<file path="src/rtl/vga_timing_pkg.sv">
// Shared raster defaults and coordinate type for the 640x480@60 timing generator.
package vga_timing_pkg;

    typedef logic [9:0] coord_t;

    localparam int H_VISIBLE_DEF = 640;
    localparam int H_FRONT_DEF   = 16;
    localparam int H_SYNC_DEF    = 96;
    localparam int H_BACK_DEF    = 48;
    localparam int V_VISIBLE_DEF = 480;
    localparam int V_FRONT_DEF   = 10;
    localparam int V_SYNC_DEF    = 2;
    localparam int V_BACK_DEF    = 33;

    localparam int H_TOTAL  = H_VISIBLE_DEF + H_FRONT_DEF + H_SYNC_DEF + H_BACK_DEF;
    localparam int V_TOTAL  = V_VISIBLE_DEF + V_FRONT_DEF + V_SYNC_DEF + V_BACK_DEF;
    localparam int HS_START = H_VISIBLE_DEF + H_FRONT_DEF;
    localparam int HS_END   = HS_START + H_SYNC_DEF;
    localparam int VS_START = V_VISIBLE_DEF + V_FRONT_DEF;
    localparam int VS_END   = VS_START + V_SYNC_DEF;

    // Half-open window test lo <= v < hi, used for every region decode.
    function automatic logic in_window(input coord_t v, input int lo, input int hi);
        return (int'(v) >= lo) && (int'(v) < hi);
    endfunction

endpackage

</file>
<file path="src/rtl/sync_delay_line.sv">
// Parameterised 1-bit shift register with a synchronous reset value.
module sync_delay_line #(
    parameter int   DEPTH     = 2,
    parameter logic RESET_VAL = 1'b1
) (
    input  logic clk,
    input  logic srst,
    input  logic d,
    output logic q
);

    logic [DEPTH-1:0] stage_reg;
    logic [DEPTH-1:0] stage_next;

    generate
        for (genvar gi = 0; gi < DEPTH; gi++) begin : g_stage
            if (gi == 0) begin : g_head
                assign stage_next[gi] = d;
            end else begin : g_tail
                assign stage_next[gi] = stage_reg[gi-1];
            end
        end
    endgenerate

    always_ff @(posedge clk) begin
        if (srst) begin
            stage_reg <= {DEPTH{RESET_VAL}};
        end else begin
            stage_reg <= stage_next;
        end
    end

    assign q = stage_reg[DEPTH-1];

endmodule

</file>
<file path="src/rtl/vga_timing_gen.sv">
// Raster timing generator: DrawX/DrawY, blank, hs/vs and frame/line strobes.
// Define VGA_SYNC_ALIGN_EN to delay hs/vs by SYNC_DELAY cycles through sync_delay_line.
module vga_timing_gen
    import vga_timing_pkg::*;
#(
    parameter int H_VISIBLE  = vga_timing_pkg::H_VISIBLE_DEF,
    parameter int H_FRONT    = vga_timing_pkg::H_FRONT_DEF,
    parameter int H_SYNC     = vga_timing_pkg::H_SYNC_DEF,
    parameter int H_BACK     = vga_timing_pkg::H_BACK_DEF,
    parameter int V_VISIBLE  = vga_timing_pkg::V_VISIBLE_DEF,
    parameter int V_FRONT    = vga_timing_pkg::V_FRONT_DEF,
    parameter int V_SYNC     = vga_timing_pkg::V_SYNC_DEF,
    parameter int V_BACK     = vga_timing_pkg::V_BACK_DEF,
    parameter int SYNC_DELAY = 2
) (
    input  logic       vga_clk,
    input  logic       Reset,
    output logic [9:0] DrawX,
    output logic [9:0] DrawY,
    output logic       blank,
    output logic       hs,
    output logic       vs,
    output logic       sync,
    output logic       frame_start,
    output logic       line_start
);

    localparam int     LINE_LEN    = H_VISIBLE + H_FRONT + H_SYNC + H_BACK;
    localparam int     FRAME_LINES = V_VISIBLE + V_FRONT + V_SYNC + V_BACK;
    localparam int     HSYNC_FIRST = H_VISIBLE + H_FRONT;
    localparam int     HSYNC_END   = HSYNC_FIRST + H_SYNC;
    localparam int     VSYNC_FIRST = V_VISIBLE + V_FRONT;
    localparam int     VSYNC_END   = VSYNC_FIRST + V_SYNC;
    localparam coord_t H_LAST      = coord_t'(LINE_LEN - 1);
    localparam coord_t V_LAST      = coord_t'(FRAME_LINES - 1);

    generate
        if (LINE_LEN > 1024 || FRAME_LINES > 1024) begin : g_bad_total
            $error("vga_timing_gen: raster totals exceed 10-bit counters");
        end
        if (SYNC_DELAY < 1 || SYNC_DELAY > 4) begin : g_bad_delay
            $error("vga_timing_gen: SYNC_DELAY must be 1..4");
        end
    endgenerate

    coord_t hc_reg, vc_reg;
    coord_t hc_next, vc_next;
    logic   blank_reg, hs_reg, vs_reg, frame_start_reg, line_start_reg;

    always_comb begin
        hc_next = (hc_reg == H_LAST) ? '0 : hc_reg + 1'b1;
        vc_next = vc_reg;
        if (hc_reg == H_LAST) begin
            vc_next = (vc_reg == V_LAST) ? '0 : vc_reg + 1'b1;
        end
    end

    // Decoding the next count keeps every strobe aligned with DrawX/DrawY.
    always_ff @(posedge vga_clk) begin
        if (Reset) begin
            hc_reg          <= H_LAST;
            vc_reg          <= V_LAST;
            blank_reg       <= 1'b0;
            hs_reg          <= 1'b1;
            vs_reg          <= 1'b1;
            frame_start_reg <= 1'b0;
            line_start_reg  <= 1'b0;
        end else begin
            hc_reg          <= hc_next;
            vc_reg          <= vc_next;
            blank_reg       <= in_window(hc_next, 0, H_VISIBLE) && in_window(vc_next, 0, V_VISIBLE);
            hs_reg          <= !in_window(hc_next, HSYNC_FIRST, HSYNC_END);
            vs_reg          <= !in_window(vc_next, VSYNC_FIRST, VSYNC_END);
            frame_start_reg <= (hc_next == '0) && (vc_next == '0);
            line_start_reg  <= (hc_next == '0) && in_window(vc_next, 0, V_VISIBLE);
        end
    end

    assign DrawX       = hc_reg;
    assign DrawY       = vc_reg;
    assign blank       = blank_reg;
    assign frame_start = frame_start_reg;
    assign line_start  = line_start_reg;
    assign sync        = 1'b0;

`ifdef VGA_SYNC_ALIGN_EN
    // Syncs lag to match the mappers' address -> ROM -> colour register pipeline.
    sync_delay_line #(.DEPTH(SYNC_DELAY), .RESET_VAL(1'b1)) u_hs_delay (
        .clk  (vga_clk),
        .srst (Reset),
        .d    (hs_reg),
        .q    (hs)
    );
    sync_delay_line #(.DEPTH(SYNC_DELAY), .RESET_VAL(1'b1)) u_vs_delay (
        .clk  (vga_clk),
        .srst (Reset),
        .d    (vs_reg),
        .q    (vs)
    );
`else
    assign hs = hs_reg;
    assign vs = vs_reg;
`endif

endmodule

</file>
<file path="config.mk">
export PLATFORM = sky130hd
export DESIGN_NAME = vga_timing_gen
export DESIGN_NICKNAME = d
export VERILOG_FILES = /design/src/rtl/vga_timing_pkg.sv /design/src/rtl/sync_delay_line.sv /design/src/rtl/vga_timing_gen.sv
export SDC_FILE = /design/constraint.sdc
export NUM_CORES = 1
export LEC_CHECK = 0
export CORE_UTILIZATION = 52
export DETAILED_ROUTE_END_ITERATION = 10
export PLACE_DENSITY_LB_ADDON = 0.12
export SETUP_SLACK_MARGIN = 0.02
export SYNTH_ARGS = -nofsm -noshare
export SYNTH_HDL_FRONTEND = slang
export SYNTH_HIERARCHICAL = 1
export SYNTH_SLANG_ARGS = --single-unit
</file>
<file path="constraint.sdc">
create_clock -name vga_clk -period 2.7 [get_ports vga_clk]
set_clock_uncertainty 0.1 [all_clocks]
set_input_delay 0.54 -clock vga_clk [delete_from_list [all_inputs] [get_ports vga_clk]]
set_output_delay 0.54 -clock vga_clk [all_outputs]
set_load 0.01 [all_outputs]
</file>
## Yosys cells after proc, flatten, opt, wreduce, memory -nomap -nowiden

Index checks and enable logic that the tools add are counted.

| storage, ports and cells | value |
|---|---|
| bits in registers | 25 |
| output and inout bits | 26 |
| word-level logic and storage cells | 29 |

| cells by class | value |
|---|---|
| $add $sub $neg | 2 |
| $lt $le $gt $ge | 6 |
| eq/ne operators | 2 |
| muxes and demuxes | 3 |
| reductions and logical operators | 9 |

Operators by type and width:

| operator | number |
|---|---|
| $mux W10 | 3 |
| $add A10 B1 Y10 const B | 2 |
| $eq A10 B10 Y1 const B | 2 |
| $logic_not A10 Y1 | 2 |
| $lt A10 B10 Y1 const B | 2 |
| $lt A10 B9 Y1 const B | 2 |
| $ge A10 B10 Y1 const B | 1 |
| $ge A10 B9 Y1 const B | 1 |
| $logic_and A1 B1 Y1 | 5 |
| $logic_not A1 Y1 | 2 |

## Longest topological paths before layout

Gate-level depths: netlist (run 1).

| depth | value |
|---|---|
| depth after elaboration | 6 |
| depth in mapped cells | 10 |

## Worst setup path before layout (run 1)

No wires, ideal clock.

| timing | value |
|---|---|
| kind | reg2reg |
| start point | reg hc_reg[0] (netlist: DrawX[0]) |
| end point | reg vs_reg (netlist: vs) |
| setup time | 120 ps |
| data arrival time | 2,233 ps |
| required time | 2,480 ps |
| slack | 248 ps |
| stages on the path, launching flop included | 10 |
| clock period less this slack | 2,452 ps |
| cells stage by stage | dfxtp_1 -> ha_1 -> buf_2 -> and4_1 -> and3_4 -> buf_8 -> nand4_1 -> xnor2_1 -> or3_1 -> a211o_1 |

| between the ends | value |
|---|---|
| longest elaborated chain between the ends | 5 |
| elaborated cells on any way between the ends | 6 |

RTL lines:

| what | RTL line | source |
|---|---|---|
| start: declaration | vga_timing_gen.sv:46 | `coord_t hc_reg, vc_reg;` |
| start signal: assignment | vga_timing_gen.sv:69 | `hc_reg <= hc_next;` |
| $eq A10 B10 Y1 (*) | vga_timing_gen.sv:53 | `if (hc_reg == H_LAST) begin` |
| $mux W10 (*) | vga_timing_gen.sv:53 |  |
| $ge A10 B9 Y1 or $lt A10 B9 Y1 (tied branches) | vga_timing_pkg.sv:24 | `return (int'(v) >= lo) && (int'(v) < hi);` |
| $logic_and A1 B1 Y1 (*) | vga_timing_pkg.sv:24 |  |
| $logic_not A1 Y1 (*) | vga_timing_gen.sv:73 | `vs_reg <= !in_window(vc_next, VSYNC_FIRST, VSYNC_END);` |
| end signal: assignment | vga_timing_gen.sv:73 |  |
| end: declaration | vga_timing_gen.sv:48 | `logic blank_reg, hs_reg, vs_reg, frame_start_reg, line_start_reg;` |

Mark *: on every way between the ends. The rest lies on a longest branch, timed or not.
A chain may end at the register's enable or synchronous reset.

## Final worst setup path (run 1)

| timing | value |
|---|---|
| start point | reg vc_reg[0] (netlist: DrawY[0]) |
| end point | reg frame_start_reg (netlist: frame_start) |

| between the ends | value |
|---|---|
| longest elaborated chain between the ends | 5 |
| elaborated cells on any way between the ends | 6 |

RTL lines:

| what | RTL line | source |
|---|---|---|
| start: declaration | vga_timing_gen.sv:46 |  |
| start signal: assignment | vga_timing_gen.sv:70 | `vc_reg <= vc_next;` |
| $add A10 B1 Y10 or $eq A10 B10 Y1 (tied branches) | vga_timing_gen.sv:54 | `vc_next = (vc_reg == V_LAST) ? '0 : vc_reg + 1'b1;` |
| $mux W10 | vga_timing_gen.sv:54 |  |
| $mux W10 (*) | vga_timing_gen.sv:53 |  |
| $logic_not A10 Y1 (*) | vga_timing_gen.sv:74 | `frame_start_reg <= (hc_next == '0) && (vc_next == '0);` |
| $logic_and A1 B1 Y1 (*) | vga_timing_gen.sv:74 |  |
| end signal: assignment | vga_timing_gen.sv:74 |  |
| end: declaration | vga_timing_gen.sv:48 |  |

Marked as above.

==> results of run 1 <==
-- per-layer routing --
layer / wire (um) / global-route usage, % / vias to the layer above
li1: - / - / 701
met1: 1600 / 37.0 / 627
met2: 1480 / 32.9 / 90
met3: 333 / 3.49 / 4
met4: 24 / 7.32 / 0
met5: 0 / 0 / -
-- stage by stage --
step / util [%] / instance area (um2) / hold WS, ns
floorplan: - / 1510 / 0.426
global placement: 64.4 / 1780 / 0.406
detailed placement: 64.4 / 1780 / 0.412
CTS: 65.4 / 1800 / 0.453
global route: 65.4 / 1800 / 0.498
finish: 65.4 / 1800 / 0.450
-- layout by cell type (no fill, tap or decap), types with 5 or more instances in the layout --
master / count
clkdlybuf4s50_1: 26
dfxtp_1: 25
nand2_1: 17
nor2_1: 14
xnor2_1: 10
nand3_1: 7
nor3_1: 7
o21ai_0: 6
buf_4: 6
nand4_1: 5
and3_1: 5
or3_1: 5
-- logic make-up (layout without fill, tap and decap cells) --
kind of cell / Yosys count / in the layout
other cells: 1 / 1
xor+xnor: 14 / 14
fa+ha+maj: 4 / 4
simple gates: 83 / 83
flops: 25 / 25
compound gates: 36 / 36
buf+inv: 16 / 39
-- worst paths after layout --
path / start / endpoint / slack, ns / cells past startpoint
setup / recovery: DrawY[0] / frame_start / 0.23 / 8
hold / removal: DrawY[0] / DrawY[0] / 0.45 / 2
setup reg to reg: DrawY[0] / frame_start / 0.23 / 8
hold reg to reg: DrawY[0] / DrawY[0] / 0.45 / 2
-- critical path, delay by kind of cell, from the launching register on --
family | cells | cell delay [ns]
and+or+nand+nor | 4 | 1.28
DFF | 1 | 0.39
adders and majority gates | 1 | 0.17
buffers and inverters | 1 | 0.12
AOI/OAI and AO/OA | 2 | 0.33
-- final cells by class --
cell class	instances	area [um2]
fillers	231	955
multi-input cells	138	921
flip-flops and latches	25	500
repair buffers	32	305
well taps	31	38.8
clock buffers	4	26.3
inverters	3	11.3
-- power by group through the flow --
| stage | clock, mW | combinational, mW | sequential [mW] |
|---|---|---|---|
| 3_3_place_gp | 0 | 0.997 | 0.601 |
| 6_report | 0.172 | 1.03 | 0.600 |
| 2_1_floorplan | 0 | 0.710 | 0.593 |
| 4_1_cts | 0.181 | 1.02 | 0.598 |
| 3_5_place_dp | 0 | 1.01 | 0.607 |
| 5_1_grt | 0.189 | 1.13 | 0.615 |
==> summary.md, run 1 <==
| Metric | Value |
|---|---|
| Outcome | finished, final reports clean |
| Arrival @ worst endpoint | around 2.6 ns |
| TritonCTS Buffers | 3 |
| First-pass GRT wire length | 5880 um |
| Syn_area_per_cell | 8.45 um2 |
| Post CTS Setup Buffer Count | 0 |
| Final net count | 209 |
| Largest family of logic cells by synthesized area | simple AND/OR/NAND/NOR gates |
| I/O Buffers | 26 |
| Drt first pass iters | 4 |
| Placed insts | 229 |
| RSZ-0062 raised after global routing | false |
| Via-per-instance ratio | 6.10 |
| Comb pwr share | 57.1% |
| Mux contribution to synthesized area | 0% |
| Worst-Skew Late Latency | 0.32 ns |
| Vias in the first global route | about 1,200 |
| Vias | 1,422 |
| Post-CTS sizing | 0 |
| Critical Path Max Stage Delay | 0.48 ns |
| P_leak | 0.690 nW |
| Max Cap Viol | 0 |
| Root Buffer | clkbuf_4 |
| Most common library cells after synthesis | dfxtp_1, nand2_1, nor2_1 |
| CTS tree | done |
| CP Cell Sequence | inv_1, ha_1, or4b_1, nor4_2, o221ai_1, o31ai_1, nand3_1, nor4_1 |
| Power density cells | 998 nW/um2 |
| Fin Setup TNS | 0 ns |
| Die W | 55.9 um |
| Cell taking the most area after synthesis | dfxtp_1 |
| Worst slack at placement | 0.267 ns |
| Initial antenna violation count | 0 |
| Yosys warns | 6 |
| Max VDD drop | between 0.8 and 0.9 mV |
| Layout Cells excl Fill | 233 |
| Cts hold-fix bufs | 0 |
| Post-synth ARST share | 0% |
| Sequential area share after synthesis | 33.1% |
| Iteration-0 DRC count of the detailed router | 76 |
| CTS Buffer Depth | 2 |
| Simple-Gate Fraction of Synth Area | 32.1% |
| I/O Pins | 28 |
| Final Wtd Congestion | 0.872 |
| Share of cells above drive strength 1 | 9.41% |
| Max Freq | approximately 400 MHz |
| Measured slew at the worst slew-check pin | 0.525 ns |
| CP max stage cell | nor4_2 |
| Min-delay worst type | register to register |
| Post-Synth XOR/XNOR Area | 8.11% |
| Syn Inst Count | between 150 and 200 |
| DRC | 0 |
| Clk pwr share | 9.6% |
| WS Path Type | register to register |
| Detailed Place HPWL | 2430 um |
| Wire per inst | roughly 15 um |
| Total grt overflow | 0 |
| Final Max Tran Viols | 0 |
| FP Rows | 19 |
| Synthesized flop and latch total | 25 |
| CP endpoint kind | register |
| Hold Vio Cnt, Final | 0 |
| Seq pwr share | 33.4% |
| Setup-violating endpoint count in the final report | 0 |
| Overall Power | 1.80 mW |
| Synth unique cells | between 40 and 50 |
| Setup ws final | 0.229 ns |
| Post-synth EDFFs | 0 |
| DRT Wirelength | between 3000 and 4000 um |
| Die Ht | 55.9 um |
| CP max FO | 7 |
| P_int | approximately 1 mW |
| Sw frac | 44.4% |
| CP Launch Type | register |
| Top-count cell post-synth | dfxtp_1 |
| Core area | roughly 2800 um2 |
| Synth Area in Compound Gates | between 10% and 20% |
| Ranking of synthesized cells by area | dfxtp_1, xnor2_1, nand2_1, nor2_1, ha_1 |
| Top cell type's share of synthesized area | around 33% |
| Area growth, synth to finish | 19.2% |
| Overall routing resource usage | 23.5% |
| Die ar. | 3130 um2 |
| Syn Nets | 185 |
| Antenna cell count | 0 |
| Top FF cell, synth | dfxtp_1 |
| Largest net degree at the start of global routing | 21 |
| Initial core utilization | 54.9% |
| Clock sink count | 25 |
| Clock transition at path regs | ~0.14 ns |
| Final Cycle Share | about nine tenths |
| Antenna-violating nets left | 0 |
| Synth Area in Adders | 3.31% |
| Slew HR | 64.7% |
| NetSw | 0.798 mW |
| Post-layout min period | 2.47 ns |
| H-tree depth | 1 |
| Synthesized area | 1510 um2 |
| Required @ worst endpoint | 2.84 ns |
Power figures use the tool's default switching activity.
==> inputs of run 2 (changes only) <==
Settings changed: RECOVER_POWER set to 50, SKIP_CTS_REPAIR_TIMING set to 1.
==> run 2 against run 1 <==
Design area decreased by 1.5%. Combinational power about the same. Fmax decreased by 1.1%. Final cell count unchanged. First-iteration DRC count decreased by 25%. Sequential power decreased by 0.7%. Clock power about the same. Critical endpoint unchanged. Highest routed layer unchanged.
==> summary.md, run 2 (synthesis gave the netlist of run 1 again) <==
| Metric | Value |
|---|---|
| Clock transition at path regs | 0.14 ns (about the same) |
| Initial antenna violation count | 0 (unchanged) |
| Placed insts | 229 (unchanged) |
| Worst-Skew Late Latency | 0.32 ns (about the same) |
| FF-to-FF End | frame_start |
| Max Freq | 400 MHz (-1.1%) |
| Via-per-instance ratio | 6.08 (-0.42%) |
| Seq pwr share | 33.8% (+0.4 points) |
| DRT Wirelength | 3450 um (+0.35%) |
| Layout Cells excl Fill | 233 (unchanged) |
| Fin Setup TNS | 0 ns (unchanged) |
| DRC | 0 (unchanged) |
| Area growth, synth to finish | 17.4% |
| Antenna cell count | 0 (unchanged) |
| Die W | 55.9 um (unchanged) |
| First-pass GRT wire length | 5880 um (unchanged) |
| FP Rows | 19 (unchanged) |
| Sw frac | 44.6% (+0.28 points) |
| Setup-violating endpoint count in the final report | 0 (unchanged) |
| Final net count | 209 (unchanged) |
| Required @ worst endpoint | 2.84 ns (about the same) |
| Overall routing resource usage | 23.5% (unchanged) |
| Arrival @ worst endpoint | 2.64 ns (+0.03 ns) |
| Hold Vio Cnt, Final | 0 (unchanged) |
| Fill count | 233 (+0.87%) |
| WS Path Type | register to register |
| Critical Path Max Stage Delay | 0.50 ns (+0.02 ns) |
| Iteration-0 DRC count of the detailed router | 57 (-25%) |
| Hold EP | DrawY[0] |
| CP endpoint kind | register |
| Worst hold start | DrawY[0] |
| Util after Layout | 64.4% (-1.0 points) |
| Slew HR | 63.3% (-1.4 points) |
| Antenna-violating nets left | 0 (unchanged) |
| Root Buffer | clkbuf_4 |
| Share of cells above drive strength 1 | 7.43% (-2.0 points) |
| Clock sink count | 25 (unchanged) |
| I/O Pins | 28 (unchanged) |
| Die ar. | 3130 um2 (unchanged) |
| TritonCTS Buffers | 3 (unchanged) |
| Die Ht | 55.9 um (unchanged) |
| CTS Buffer Depth | 2 (unchanged) |
| CP max FO | 7 (unchanged) |
| CP Launch Type | register |
| Measured slew at the worst slew-check pin | 0.546 ns (+0.0211 ns) |
| H-tree depth | 1 (unchanged) |
| I/O Buffers | 26 (unchanged) |
| Wire per inst | 14.8 um (+0.35%) |
| Largest net degree at the start of global routing | 21 (unchanged) |
| Final Max Tran Viols | 0 (unchanged) |
| Hold depth | 2 (unchanged) |
| Core area | 2760 um2 (unchanged) |
| RSZ-0062 raised after global routing | false |
| Most frequent cells in the layout | dfxtp_1, nand2_1, nor2_1, clkdlybuf4s50_1, dlygate4sd3_1 |
| Clk pwr share | 9.7% (about the same) |
| CP max stage cell | nor4_2 |
| Final Cycle Share | 92.5% (+0.99 points) |
| Commonest non-fill, non-tap cell in the layout | dfxtp_1 |
| CTS tree | done |
| Drt first pass iters | 4 (unchanged) |
| Post-layout min period | 2.50 ns (+0.0267 ns) |
| Final Wtd Congestion | 0.872 (unchanged) |
| Vias in the first global route | 1,211 (unchanged) |
| Total grt overflow | 0 (unchanged) |
| Power density cells | 994 nW/um2 (-0.37%) |
| R2r setup slk | 0.20 ns (-0.03 ns) |
| P_int | 0.977 mW (-2.4%) |
| Max VDD drop | 0.838 mV (-0.61%) |
| P_leak | 0.685 nW (-0.73%) |
| R2r startpoint | DrawY[0] |
| Worst-case reg-to-reg path depth | 8 (unchanged) |
| CP Cell Sequence | inv_1, ha_1, or4b_1, nor4_2, o221ai_1, o31ai_1, nand3_1, nor4_1 |
| Comb pwr share | 56.5% (-0.6 points) |
| Vias | 1,416 (-0.42%) |
| Max Cap Viol | 0 (unchanged) |
| NetSw | 0.788 mW (-1.3%) |
| Min-delay worst type | register to register |
| Outcome | finished, final reports clean |
| Initial core utilization | 54.9% (unchanged) |
| Detailed Place HPWL | 2430 um (unchanged) |
-- run 2: changes by cell type in the layout (fill, tap and decap cells not counted), sizes merged --
cell | previous run | this run
clkdlybuf4s50 | 26 | 14
clkbuf | 4 | 6
buf | 6 | 4
dlygate4sd3 | 0 | 12
-- run 2: how the worst max path moves through the flow --
stage,from,end,slack [ns]
after floorplan,DrawX[0],vs,0.25
after global placement,DrawX[0],vs,0.36
after detailed placement,DrawX[0],vs,0.27
after CTS,DrawX[0],vs,0.23
after global routing,DrawY[0],frame_start,0.02
final,DrawY[0],frame_start,0.20
-- run 2: stage by stage --
| stage | area (um2) | power [mW] | hold slack, ns | setup WS, ns |
|---|---|---|---|---|
| finish | 1780 | 1.76 | 0.449 | 0.203 |
| floorplan | 1510 | 1.30 | 0.426 | 0.248 |
| global placement | 1780 | 1.60 | 0.406 | 0.357 |
| global route | 1780 | 1.89 | 0.495 | 0.0249 |
| detailed placement | 1780 | 1.62 | 0.412 | 0.267 |
| CTS | 1800 | 1.80 | 0.453 | 0.230 |
-- run 2: final cells by class --
class,count,area [um2],area share (%)
multi-input combinational,138,901,50.7
inverter,3,11.3,0.634
timing repair buffer,32,298,16.8
sequential,25,500,28.2
tap,31,38.8,2.18
clock buffer,4,26.3,1.48
-- run 2: routing by layer --
metal | GRT usage [%] | vias up | part of all wire [%]
li1 | - | 700 | -
met1 | 37.0 | 654 | 50
met2 | 32.9 | 58 | 42
met3 | 3.49 | 4 | 7.3
met4 | 7.32 | 0 | 0.67
met5 | 0 | - | 0
-- run 2: worst max-delay path: cells and delay by family (launching register included) --
family / cells / cell delay (ns)
buffers and inverters: 1 / 0.12
and+or+nand+nor: 4 / 1.30
adders and majority gates: 1 / 0.17
AOI/OAI and AO/OA: 2 / 0.35
DFF: 1 / 0.39
-- run 2: power by group through the flow --
stage	combinational, mW	clock (mW)	sequential, mW
2_1_floorplan	0.710	0	0.593
3_3_place_gp	0.997	0	0.601
5_1_grt	1.10	0.189	0.608
6_report	0.996	0.172	0.596
4_1_cts	1.02	0.181	0.598
3_5_place_dp	1.01	0	0.607
